File: config.mk
export PLATFORM = sky130hd
export DESIGN_NAME = hack_rr_arbiter8
export DESIGN_NICKNAME = d
export VERILOG_FILES = /design/src/rtl/hack_rr_arbiter8.sv
export SDC_FILE = /design/constraint.sdc
export NUM_CORES = 1
export LEC_CHECK = 0
export CAP_MARGIN = 30
export CORE_MARGIN = 2
export CORE_UTILIZATION = 39
export CTS_BUF_LIST = sky130_fd_sc_hd__clkbuf_2 sky130_fd_sc_hd__clkbuf_4 sky130_fd_sc_hd__clkbuf_8
export DETAILED_ROUTE_END_ITERATION = 6
export GPL_TIMING_DRIVEN = 1
export HOLD_SLACK_MARGIN = 0.15
export PLACE_DENSITY = 0.58
export SYNTH_ARGS = -nofsm -noshare
export SYNTH_HDL_FRONTEND = slang
export SYNTH_SLANG_ARGS = --single-unit
File: constraint.sdc
create_clock -name clk -period 4.87 [get_ports clk]
set_clock_uncertainty 0.1 [all_clocks]
set_input_delay 0.974 -clock clk [delete_from_list [all_inputs] [get_ports clk]]
set_output_delay 0.974 -clock clk [all_outputs]
set_load 0.05 [all_outputs]
File: src/rtl/hack_rr_arbiter8.sv
// Eight-requester round-robin arbiter with a registered one-hot grant.
// A hold limit moves the grant on when the owner has held it too long under contention.
module hack_rr_arbiter8 #(
    parameter int HOLD_MAX = 16
) (
    input  logic       clk,
    input  logic       reset,
    input  logic [7:0] req,
    output logic [7:0] grant,
    output logic [2:0] grant_id,
    output logic       busy,
    output logic       any_req,
    output logic       preempt
);

    typedef enum logic {
        IDLE,
        OWN
    } state_t;

    localparam logic [7:0] HOLD_LIM = 8'(HOLD_MAX - 1);

    state_t     state;
    logic [2:0] ptr;
    logic [7:0] hold_cnt;

    logic [2:0] next_start;
    logic [2:0] next_after;
    logic [2:0] after_id;
    logic       own_req;
    logic       others;
    logic       at_limit;

    // First index at or after s (mod 8) whose request is set; s if none.
    function automatic logic [2:0] next_idx(
        input logic [7:0] r,
        input logic [2:0] s
    );
        logic [2:0] k;
        next_idx = s;
        for (int n = 7; n >= 0; n--) begin
            k = s + 3'(n);
            if (r[k]) next_idx = k;
        end
    endfunction

    assign any_req    = |req;
    assign after_id   = grant_id + 3'd1;
    assign next_start = next_idx(req, ptr);
    assign next_after = next_idx(req, after_id);
    assign own_req    = req[grant_id];
    assign others     = |(req & ~grant);
    assign at_limit   = (hold_cnt == HOLD_LIM);

    // Arbitration state, pointer, hold counter and all registered outputs.
    always_ff @(posedge clk or posedge reset) begin
        if (reset) begin
            state    <= IDLE;
            grant    <= 8'd0;
            grant_id <= 3'd0;
            busy     <= 1'b0;
            preempt  <= 1'b0;
            ptr      <= 3'd0;
            hold_cnt <= 8'd0;
        end else begin
            preempt <= 1'b0;
            case (state)
                IDLE: begin
                    if (any_req) begin
                        state    <= OWN;
                        grant    <= 8'd1 << next_start;
                        grant_id <= next_start;
                        busy     <= 1'b1;
                        hold_cnt <= 8'd0;
                    end
                end
                OWN: begin
                    if (!own_req) begin
                        ptr      <= after_id;
                        hold_cnt <= 8'd0;
                        if (any_req) begin
                            grant    <= 8'd1 << next_after;
                            grant_id <= next_after;
                        end else begin
                            state <= IDLE;
                            grant <= 8'd0;
                            busy  <= 1'b0;
                        end
                    end else if (at_limit && others) begin
                        ptr      <= after_id;
                        hold_cnt <= 8'd0;
                        grant    <= 8'd1 << next_after;
                        grant_id <= next_after;
                        preempt  <= 1'b1;
                    end else if (!at_limit) begin
                        hold_cnt <= hold_cnt + 8'd1;
                    end
                end
                default: begin
                    state <= IDLE;
                    grant <= 8'd0;
                    busy  <= 1'b0;
                end
            endcase
        end
    end

endmodule

# Word-level counts from Yosys, hierarchy flattened
# Cells that the tools add are included.
# classes
n_addsub	16
n_lt_le_gt_ge	17
n_eq_ne	8
shifts	2
muxes	77
bitwise_logic	3
reduce_logical	8
# op_table
op	count
$lt 3x4->1 const B	17
$mux 3	22
$mux 8	8
$bmux 1 s3	17
$pmux 8 s2	2
$mux 1	25
$add 3x3->3 const B	8
$reduce_or 8->1	2
$shl 1x3->8 const A	2
$add 3x2->3 const B	4
$add 3x1->3 const B	3
$add 8x1->8 const B	1
$and 8x8->8	1
$eq 8x4->1 const B	1
$not 8->8	1
$ne 2x2->1 const B	3
$ne 3x2->1 const B	2
$pmux 3 s2	1
$reduce_and 2->1	3
$reduce_and 3->1	2
$ne 4x3->1 const B	1
$pmux 1 s2	2
$ne 2x1->1 const B	1
$logic_and 1x1->1	1
$not 1->1	1
# word_totals
reg_bits	25
inputBits	10
output_inout_bits	14
elab_cells	138

# Depth between registers and ports, before layout
# Gate-level depths: netlist (run 1).
# logic_depth
depth_word	16
depth_mapped	12

# Worst setup path before layout (run 1)
# OpenSTA, ideal clock, no wires.
# synth_timing
kind	register to register
start	reg grant_id[0]
end	reg grant[2]
arrival_time_ns	3.655
required_ns	4.630
path_slack_ns	0.976
path_stages_with_launch	12
n_path_buf	2
period_less_slack_ns	3.894
path_cell_list	dfrtp_1 -> buf_2 -> inv_1 -> ha_1 -> buf_6 -> mux2_1 -> mux4_2 -> o32a_1 -> or4_1 -> and4_4 -> o211ai_1 -> o211ai_1
# synth_between
elab_chain_len	16
elab_cells_between_ends	41
cone_classes	8 x add/sub; 1 x eq/ne; 1 x shift; 30 x mux; 1 x reduce/logical
# synth_rtl
item	line_no	source
start, declared	10	output logic [2:0] grant_id,
start signal, assigned	72	grant_id <= next_start;
start signal, assigned	83	grant_id <= next_after;
start signal, assigned	93	grant_id <= next_after;
$add 3x1->3 *	48	assign after_id = grant_id + 3'd1;
via after_id[0]	29	logic [2:0] after_id;
$add 3x3->3	42	k = s + 3'(n);
$bmux 1 s3	43	if (r[k]) next_idx = k;
$mux 1 (implied by the code)	43	
$mux 3 (7 in series)	43	
$mux 3 *	43	
$shl 1x3->8 *	82, 92	
$mux 8 (on tied branches)	81, 89	
$mux 8 *	78	if (!own_req) begin
$pmux 8 s2 *	67	case (state)
end signal, assigned	71	grant <= 8'd1 << next_start;
end signal, assigned	82	grant <= 8'd1 << next_after;
end signal, assigned	92	grant <= 8'd1 << next_after;
end, declared	9	output logic [7:0] grant,
# The timed path passes the listed nets; every way through them passes the cells marked *. The select of a mux whose other input is x is not followed.
# A chain may end at the register's enable or synchronous reset.

# Worst setup path in the final report (run 1)
# layout_timing
start	in req[2]
end	out any_req
# layout_between
elab_chain_len	1
# layout_rtl
item	line_no	source
start, declared	8	input logic [7:0] req,
$reduce_or 8->1	47	assign any_req = |req;
end, declared	12	output logic any_req,
# No other way between the ends.

==> impl_results.md, run 1 <==
* Maximum net fanout on the critical path at 16
* Period Utilization, post-route at ~87%
* Maximum achievable frequency at roughly 240 MHz
* Setup Buffers After CTS at 0
* Total of flip-flops plus latches after synthesis at 25
* Count of endpoints failing setup in the final report at 0
* GR Util All Layers at roughly 19%
* Pin count of the biggest net entering global routing at 23
* Most common cell after layout, fill and taps aside: nand2_1
* Leading cell types by total area after synthesis: dfrtp_1 (20%), mux4_2 (18%), mux2_2 (4.7%)
* Detailed-placement wirelength estimate at between 5 and 6 mm
* Kind of critical path: in2out
* Die extent in y at a little over 90 um
* Number of buffers between clock root and the deepest sink at 2
* Number of distinct library cells after synthesis at 66
* Cts-stage hold buffer count at 0
* Core Area at roughly 7700 um2
* Total negative slack at 0 ns
* Num ports at 24
* Register clock-pin slew on the reported worst setup and hold paths at 0.09 ns
* Clock tree from TritonCTS: yes
* Gate Count Post-Synth at 329
* Most used cells in the layout excluding fill and tap cells: nand2_1 (37), mux4_2 (25), dfrtp_1 (25), clkdlybuf4s50_1 (23), o211ai_1 (18)
* Sequential-to-total area share from yosys stat at 20.2%
* Clock Tree Root: clkbuf_8
* Placer Congestion at ~0.9
* Predominant post-synthesis flop cell: dfrtp_1
* Filler cell count in the final layout at around 750
* Fraction of layout cells with a size suffix above 1 at 17.9%
* Residual overflow from global routing at 0
* Number of enable-type register cells in the synthesized netlist at 0
* Horizontal die dimension at between 90 and 100 um
* Post-route ant nets at 0
* Required @ worst endpoint at 3.80 ns
* Global-route wire length before repair at 13.2 mm
* Number of sinks driven by the clock tree at 25
* Clock insertion delay at the later pin of the skew report at 0.27 ns
* Vias per inst at between 6 and 7
* Count of synthesis-stage warnings from yosys at 0
* Max-Slew Margin vs Limit at a little under half
* Arrival @ worst endpoint at between 3 and 4 ns
* Share of flip-flops with an asynchronous set or reset after synthesis at between 90% and 100%
* Synthesis-to-layout area growth at 13.6%
* Mean cell area of the mapped netlist at 9.40 um2
* Total detailed-routing wirelength at between 7 and 8 mm
* Total area of multi-input combinational cells at roughly 2300 um2
* Run status: finished, final reports clean
* Fin. max-slew vios at 0
* Clock buffer count from CTS at 3
* Nets@finish at between 300 and 400
* Shortest period the worst path allows at about 4.2 ns
* Worst setup EP type: output port
* Number of levels the H-tree was split into at 1
* Cell Rows at 32
* Die Area at ~8700 um2
* Gates resized, CTS repair at 0
* Post-Place Cell Area at between 3000 and 4000 um2
* Router iterations before antenna repair at 5
* Yosys top cell by area: dfrtp_1
* Vias in the first global route at approximately 2600
* Max-cap violations at 0
* Sequential standard cell area at roughly 630 um2
* Fin area at 3510 um2
* Initial cell density of the core at 40.2%
* Number of vias after detailed routing at about 2800
* Diodes inserted at 0
* Area share of the largest cell type after synthesis at between 20% and 30%
* Remaining routing DRC violations at 0
* Initial antenna violation count at 0
* Starting DRT DRC Count at around 240
* Final Non-Filler Cells at between 400 and 500
* Port-buffer cells at 23
* Final hold viol count at 0
* Count of placed standard cells including taps at 444
* Transition time at the pin with the least slew margin at approximately 0.79 ns
* Post-synth design cell area at between 3000 and 4000 um2
* Post-Syn Nets at about 340
* Critical Path Source Type: input pin
* RSZ-0062 raised after global routing: false
* Avg WL per Cell at 17.4 um
* Worst Hold Class: reg2reg
==> flip-flops by register name, summed over array words and instances, names as in the netlist <==
signal / count
grant: 8
busy: 1
ptr: 3
grant_id: 3
state: 1
hold_cnt: 8
preempt: 1
==> per-stage QoR <==
stage	util (%)	setup slack, ns	hold WS, ns
2_1_floorplan	-	0.976	0.379
3_3_place_gp	44.7	0.769	0.405
3_5_place_dp	45.0	0.659	0.414
4_1_cts	45.7	0.671	0.440
5_1_grt	45.7	0.497	0.467
6_report	45.7	0.650	0.439
==> cell usage after synthesis, types with 2 or more instances <==
cell type and n:
nand2_1 37, mux4_2 25, a211oi_1 6, o21ai_0 8, xor2_1 8, o21a_1 2, ha_1 5, mux2_1 3
a21oi_1 8, inv_1 17, a31o_2 3, xnor2_1 4, a31oi_1 2, nor4_1 5, o22ai_1 6, nand3_1 3
o31a_1 2, o31ai_1 5, and3_1 2, mux2i_1 12, and2_1 5, nor3_1 4, mux2_2 13, a22o_1 2
a211o_1 2, o2111ai_1 3, nand4b_1 2, xnor3_1 2, a22oi_1 2, dfrtp_1 25, clkbuf_1 12, nor2_1 17
nand2b_1 10, o211ai_1 18, nor2b_1 2, a221oi_1 3, nand4_1 7, buf_2 9
==> routing by layer <==
metal | up-vias | global-route usage (%) | wire, um
li1 | 1328 | - | -
met1 | 1339 | 28.7 | 3950
met2 | 90 | 29.0 | 3460
met3 | 6 | 1.29 | 345
met4 | 0 | 3.55 | 53
met5 | - | 0 | 0
==> final timing paths <==
check	to	depth (start not counted)	startpoint	slack [ns]
setup / recovery	any_req	5	req[2]	0.65
hold / removal	busy	1	busy	0.44
setup reg to reg	grant[2]	8	grant_id[1]	1.05
hold reg to reg	busy	1	busy	0.44
max in group asynchronous	preempt	3	reset	3.34
min in group asynchronous	grant[5]	2	reset	0.90
==> final cells by class <==
class	count	area share, %
multi-input combinational	264	65.4
timing repair buffer	36	9.91
sequential	25	17.8
inverter	17	1.82
tap	102	3.64
clock buffer	4	1.39
==> logic make-up (layout without fill, tap and decap cells) <==
group | after synthesis | in the layout | synth area share [%]
AO/OA/AOI/OAI | 86 | 86 | 20.6
XOR/XNOR | 15 | 15 | 5.63
adder cells (fa/ha/maj) | 6 | 6 | 2.35
buffers and inverters | 40 | 57 | 5.46
flip-flops | 25 | 25 | 20.2
multiplexers | 54 | 54 | 28.8
AND/OR/NAND/NOR | 103 | 103 | 16.9
==> critical path, cell delays in order <==
cell and delay, ns:
clkdlybuf4s50_1 0.39, buf_4 0.19, nor4_1 0.44, nand2_1 0.35, clkdlybuf4s50_1 0.79
Power of run 1 is not shown: default switching activity piles up to over one toggle a cycle in this logic, so the estimate is an artifact.
==> run 2, diff against run 1 <==
Settings changed: CORE_UTILIZATION 39 to 25, PLACE_DENSITY 0.58 to 0.42.
==> run 2 against run 1 <==
  * Cell count is 15% higher
  * Core utilization is 16 points lower
  * Design area grew 1.8%
  * Flip-flop and latch count unchanged
  * Worst hold slack lost 0.016 ns
  * Worst setup slack got worse by 0.23 ns
  * Routed wire length increased by 10%
  * First-iteration DRC count fell by 39%
  * Critical path depth shrank 1
==> impl_results.md, run 2 (same netlist as run 1, synthesis figures left out) <==
* Avg WL per Cell at 16.8 um (-3.8%)
* Cell Rows at 40 (+25%)
* Max-cap violations at 0 (unchanged)
* Synthesis-to-layout area growth at 15.6%
* GR Util All Layers at 13.3% (-5.3 points)
* Router iterations before antenna repair at 4 (-1)
* Slowest-stage cell, CP: clkdlybuf4s50_1
* Vias in the first global route at 2664 (+3.0%)
* Pin count of the biggest net entering global routing at 23 (unchanged)
* Total negative slack at 0 ns (unchanged)
* Kind of critical path: in2out
* Run status: finished, final reports clean
* Shortest period the worst path allows at 4.45 ns (+0.232 ns)
* Vias per inst at 5.29 (-14%)
* Starting DRT DRC Count at 148 (-39%)
* Count of placed standard cells including taps at 509 (+15%)
* Biggest regs: grant: 8 flops, hold_cnt: 8 flops
* RSZ-0062 raised after global routing: false
* Global-route wire length before repair at 14.3 mm (+8.6%)
* Die Area at 13300 um2 (+53%)
* Number of vias after detailed routing at 2712 (-1.8%)
* Hold Crit Endpoint: hold_cnt[7]
* Maximum achievable frequency at 225 MHz (-5.2%)
* Filler cell count in the final layout at 1263 (+69%)
* Detailed-placement wirelength estimate at 6.55 mm (+12%)
* Diodes inserted at 0 (unchanged)
* Period Utilization, post-route at 91.4% (+4.8 points)
* Gates resized, CTS repair at 0 (unchanged)
* Cts-stage hold buffer count at 0 (unchanged)
* Max-Slew Margin vs Limit at 50.2% (+2.8 points)
* Arrival @ worst endpoint at 3.38 ns (+0.23 ns)
* Nets@finish at 361 (-0.28%)
* Horizontal die dimension at 115 um (+24%)
* Num ports at 24 (unchanged)
* Critical Path Source Type: input pin
* Final hold viol count at 0 (unchanged)
* Core Area at 12100 um2 (+57%)
* Number of sinks driven by the clock tree at 25 (unchanged)
* Initial cell density of the core at 25.6% (-15 points)
* Cells along the critical path: clkdlybuf4s50_1 -> nor4_1 -> nand2_1 -> clkdlybuf4s50_1
* Register clock-pin slew on the reported worst setup and hold paths at 0.09 ns (about the same)
* HP Start: hold_cnt[7]
* Setup Buffers After CTS at 0 (unchanged)
* Port-buffer cells at 23 (unchanged)
* Endpoint of the lowest-slack register-to-register path: grant[1]
* Die extent in y at 115 um (+24%)
* Hold-critical path depth at 1 (unchanged)
* Initial antenna violation count at 0 (unchanged)
* Clock insertion delay at the later pin of the skew report at 0.27 ns (about the same)
* Fraction of layout cells with a size suffix above 1 at 17.7% (-0.24 points)
* Placer Congestion at 0.812 (-7.2%)
* Remaining routing DRC violations at 0 (unchanged)
* Clock Tree Root: clkbuf_8
* Cell type with the highest occurrence count on the critical path: clkdlybuf4s50_1
* Setup slack of the most critical reg-to-reg path at 1.22 ns (+0.17 ns)
* Worst Hold Class: reg2reg
* Sequential standard cell area at 626 um2 (unchanged)
* Final Non-Filler Cells at 513 (+15%)
* Worst setup EP type: output port
* Count of buffering cells on the critical path with inverters included at 2 (-1)
* Residual overflow from global routing at 0 (unchanged)
* Post-route ant nets at 0 (unchanged)
* Clock tree from TritonCTS: yes
* Number of buffers between clock root and the deepest sink at 2 (unchanged)
* Reg-to-reg startpoint: grant_id[1]
* Transition time at the pin with the least slew margin at 0.740 ns (-0.0484 ns)
* Fin. max-slew vios at 0 (unchanged)
* Clock buffer count from CTS at 3 (unchanged)
* Dominant delay contributor by cell family on the critical path: buffers and inverters
* Path depth of the worst reg2reg path at 8 (unchanged)
* Maximum net fanout on the critical path at 16 (unchanged)
* Most used cells in the layout excluding fill and tap cells: nand2_1 (37), mux4_2 (25), dfrtp_1 (25), clkdlybuf4s50_1 (23), o211ai_1 (18)
* Largest incremental delay on the critical path at 0.80 ns (about the same)
* Number of levels the H-tree was split into at 1 (unchanged)
* Required @ worst endpoint at 3.80 ns (about the same)
* Most common cell after layout, fill and taps aside: nand2_1
* Total detailed-routing wirelength at 8.60 mm (+10%)
* Total area of multi-input combinational cells at 2300 um2 (unchanged)
* Count of endpoints failing setup in the final report at 0 (unchanged)
-- run 2: changes by cell type in the layout (fill, tap and decap cells not counted) --
cell | before | now
buf_8 | 0 | 1
buf_16 | 1 | 0
buf_4 | 12 | 11
-- run 2: worst max-delay path by stage --
stage / from / to / slack, ns / cells after the start
finish: req[7] / any_req / 0.42 / 4
global route: req[7] / any_req / 0.21 / 4
global placement: req[1] / any_req / 0.50 / 4
detailed placement: req[7] / any_req / 0.40 / 4
CTS: req[7] / any_req / 0.42 / 4
floorplan: grant_id[0] / grant[2] / 0.98 / 11
-- run 2: worst reg2reg max path, delay by kind of cell (launching register included) --
family                     cells  cell delay, ns
DFF                            1            0.48
AOI/OAI and AO/OA              3            0.74
muxes                          2            1.06
adders and majority gates      1            0.67
and+or+nand+nor                2            0.48
-- run 2: cell type report --
type / instances / area share [%]
Multi-Input combinational cell: 264 / 64.3
Sequential cell: 25 / 17.5
Timing Repair Buffer: 35 / 9.17
Tap cell: 168 / 5.88
Inverter: 17 / 1.79
Clock buffer: 4 / 1.37
-- run 2: metrics by stage --
| step | worst slack (ns) | utilization (%) | hold slack [ns] | cell area (um2) |
|---|---|---|---|---|
| after CTS | 0.420 | 29.6 | 0.430 | 3570 |
| final | 0.419 | 29.6 | 0.423 | 3570 |
| after global routing | 0.213 | 29.6 | 0.477 | 3570 |
| after global placement | 0.502 | 29.1 | 0.417 | 3510 |
| after floorplan | 0.976 | - | 0.379 | 3090 |
| after detailed placement | 0.402 | 29.2 | 0.403 | 3520 |
-- run 2: metal layers --
| metal | GRT usage [%] | wire length, um | vias up |
|---|---|---|---|
| met2 | 20.7 | 3890 | 72 |
| met4 | 2.57 | 76 | 0 |
| met3 | 0.791 | 353 | 6 |
| li1 | - | - | 1318 |
| met1 | 20.5 | 4280 | 1316 |
| met5 | 0 | 0 | - |
Power of run 2 is left out for the same reason.
==> run 3, diff against run 2 <==
Settings changed: CAP_MARGIN 30 to unset, CORE_UTILIZATION 25 to 35, PLACE_DENSITY 0.42 to 0.53.
==> run 3 against run 2 <==
  * Die area fell by 28%
  * Worst setup slack gained 0.27 ns
  * Design area down 2.3%
  * Core utilization rose by 11 points
  * Routed wire length fell by 7.8%
  * Cell count is 12% lower
  * Sequential share of layout area rose by 0.41 points
  * Critical path depth rose by 1
  * Global-route usage increased by 3.5 points
  * Critical endpoint unchanged
  * Count of clock-buffer cells in the layout decreased by 1
  * Largest cell class unchanged
  * Maximum frequency increased by 6.4%
  * Via count is 1.3% higher
==> impl_results.md, run 3 (same netlist as run 1, synthesis figures left out) <==
* Placer Congestion at 0.859 (+5.7%)
* Die Area at 9600 um2 (-28%)
* Horizontal die dimension at 98.0 um (-15%)
* Worst setup EP type: output port
* Total negative slack at 0 ns (unchanged)
* Diodes inserted at 0 (unchanged)
* Cts-stage hold buffer count at 0 (unchanged)
* Die extent in y at 98.0 um (-15%)
* Clock insertion delay at the later pin of the skew report at 0.27 ns (about the same)
* GR Util All Layers at 16.8% (+3.5 points)
* Starting DRT DRC Count at 197 (+33%)
* Shortest period the worst path allows at 4.18 ns (-0.268 ns)
* Fin. max-slew vios at 0 (unchanged)
* Initial antenna violation count at 0 (unchanged)
* Most used cells in the layout excluding fill and tap cells: nand2_1 (37), mux4_2 (25), dfrtp_1 (25), clkdlybuf4s50_1 (23), o211ai_1 (18)
* Nets@finish at 361 (unchanged)
* Num ports at 24 (unchanged)
* Post-route ant nets at 0 (unchanged)
* Vias in the first global route at 2577 (-3.3%)
* Avg WL per Cell at 17.5 um (+4.4%)
* Clock Tree Root: clkbuf_8
* Initial cell density of the core at 35.8% (+10 points)
* Period Utilization, post-route at 85.9% (-5.5 points)
* Total detailed-routing wirelength at 7.93 mm (-7.8%)
* Register clock-pin slew on the reported worst setup and hold paths at 0.09 ns (about the same)
* Worst Hold Class: reg2reg
* Router iterations before antenna repair at 4 (unchanged)
* Clock tree from TritonCTS: yes
* Setup Buffers After CTS at 0 (unchanged)
* Detailed-placement wirelength estimate at 5.93 mm (-9.4%)
* Port-buffer cells at 23 (unchanged)
* Run status: finished, final reports clean
* Gates resized, CTS repair at 0 (unchanged)
* Arrival @ worst endpoint at 3.11 ns (-0.27 ns)
* Filler cell count in the final layout at 874 (-31%)
* Number of levels the H-tree was split into at 1 (unchanged)
* Vias per inst at 6.07 (+15%)
* Maximum net fanout on the critical path at 16 (unchanged)
* Kind of critical path: in2out
* Required @ worst endpoint at 3.80 ns (about the same)
* Cell Rows at 34 (-15%)
* Transition time at the pin with the least slew margin at 0.947 ns (+0.207 ns)
* RSZ-0062 raised after global routing: false
* Number of buffers between clock root and the deepest sink at 2 (unchanged)
* Max-Slew Margin vs Limit at 36.8% (-13 points)
* Count of endpoints failing setup in the final report at 0 (unchanged)
* Final hold viol count at 0 (unchanged)
* Max-cap violations at 0 (unchanged)
* Critical Path Source Type: input pin
* Pin count of the biggest net entering global routing at 26 (+13%)
* Number of vias after detailed routing at 2748 (+1.3%)
* Synthesis-to-layout area growth at 12.9%
* Clock buffer count from CTS at 3 (unchanged)
* Number of sinks driven by the clock tree at 25 (unchanged)
* Fraction of layout cells with a size suffix above 1 at 17.7% (unchanged)
* Maximum achievable frequency at 239 MHz (+6.4%)
* Core Area at 8640 um2 (-28%)
* Remaining routing DRC violations at 0 (unchanged)
* Biggest regs: grant: 8 flops, hold_cnt: 8 flops
* Residual overflow from global routing at 0 (unchanged)
* Global-route wire length before repair at 13.5 mm (-6.0%)
* Most common cell after layout, fill and taps aside: nand2_1
[run 3: changes by cell type in the layout (fill, tap and decap cells not counted)]
cell	change
buf_8	-1
clkbuf_4	-1
buf_4	+1
clkinvlp_4	+1
[run 3: stage by stage]
step | hold slack [ns] | setup slack (ns) | util [%] | std cells | instance area (um2)
global placement | 0.412 | 0.763 | 39.9 | 449 | 3440
finish | 0.421 | 0.687 | 40.4 | 453 | 3490
detailed placement | 0.397 | 0.660 | 39.9 | 449 | 3440
global route | 0.439 | 0.585 | 40.4 | 453 | 3490
floorplan | 0.379 | 0.976 | - | 329 | 3090
CTS | 0.426 | 0.656 | 40.4 | 453 | 3490
[run 3: final timing paths]
| check | slack (ns) | depth (start not counted) | end | from |
|---|---|---|---|---|
| worst min-delay path | 0.42 | 1 | hold_cnt[7] | hold_cnt[7] |
| worst max-delay path | 0.69 | 5 | any_req | req[2] |
| worst max register to register | 1.02 | 10 | grant[5] | grant_id[0] |
| min in group asynchronous | 1.11 | 2 | hold_cnt[4] | reset |
| worst min register to register | 0.42 | 1 | hold_cnt[7] | hold_cnt[7] |
| max in group asynchronous | 2.98 | 2 | grant_id[1] | reset |
[run 3: cell type report]
class / count / area (um2) / area share, %
well taps: 108 / 135 / 3.87
flip-flops and latches: 25 / 626 / 17.9
multi-input cells: 264 / 2300 / 65.8
inverters: 17 / 63.8 / 1.83
clock inverters: 1 / 7.51 / 0.215
clock buffers: 3 / 41.3 / 1.18
repair buffers: 35 / 320 / 9.18
[run 3: per-layer routing]
layer / part of all wire (%) / track usage [%] / vias to the layer above / wire length, um
met4: 0.66 / 2.14 / 0 / 52
met2: 44 / 25.2 / 71 / 3480
met3: 3.7 / 1.72 / 4 / 297
li1: - / - / 1325 / -
met1: 52 / 26.8 / 1348 / 4090
met5: 0 / 0 / - / 0
[run 3: critical path: stages]
cell             delay, ns
clkdlybuf4s50_1       0.39
buf_4                 0.18
nor4_1                0.42
nand2_1               0.34
clkdlybuf4s50_1       0.79
Power of run 3 is left out for the same reason.
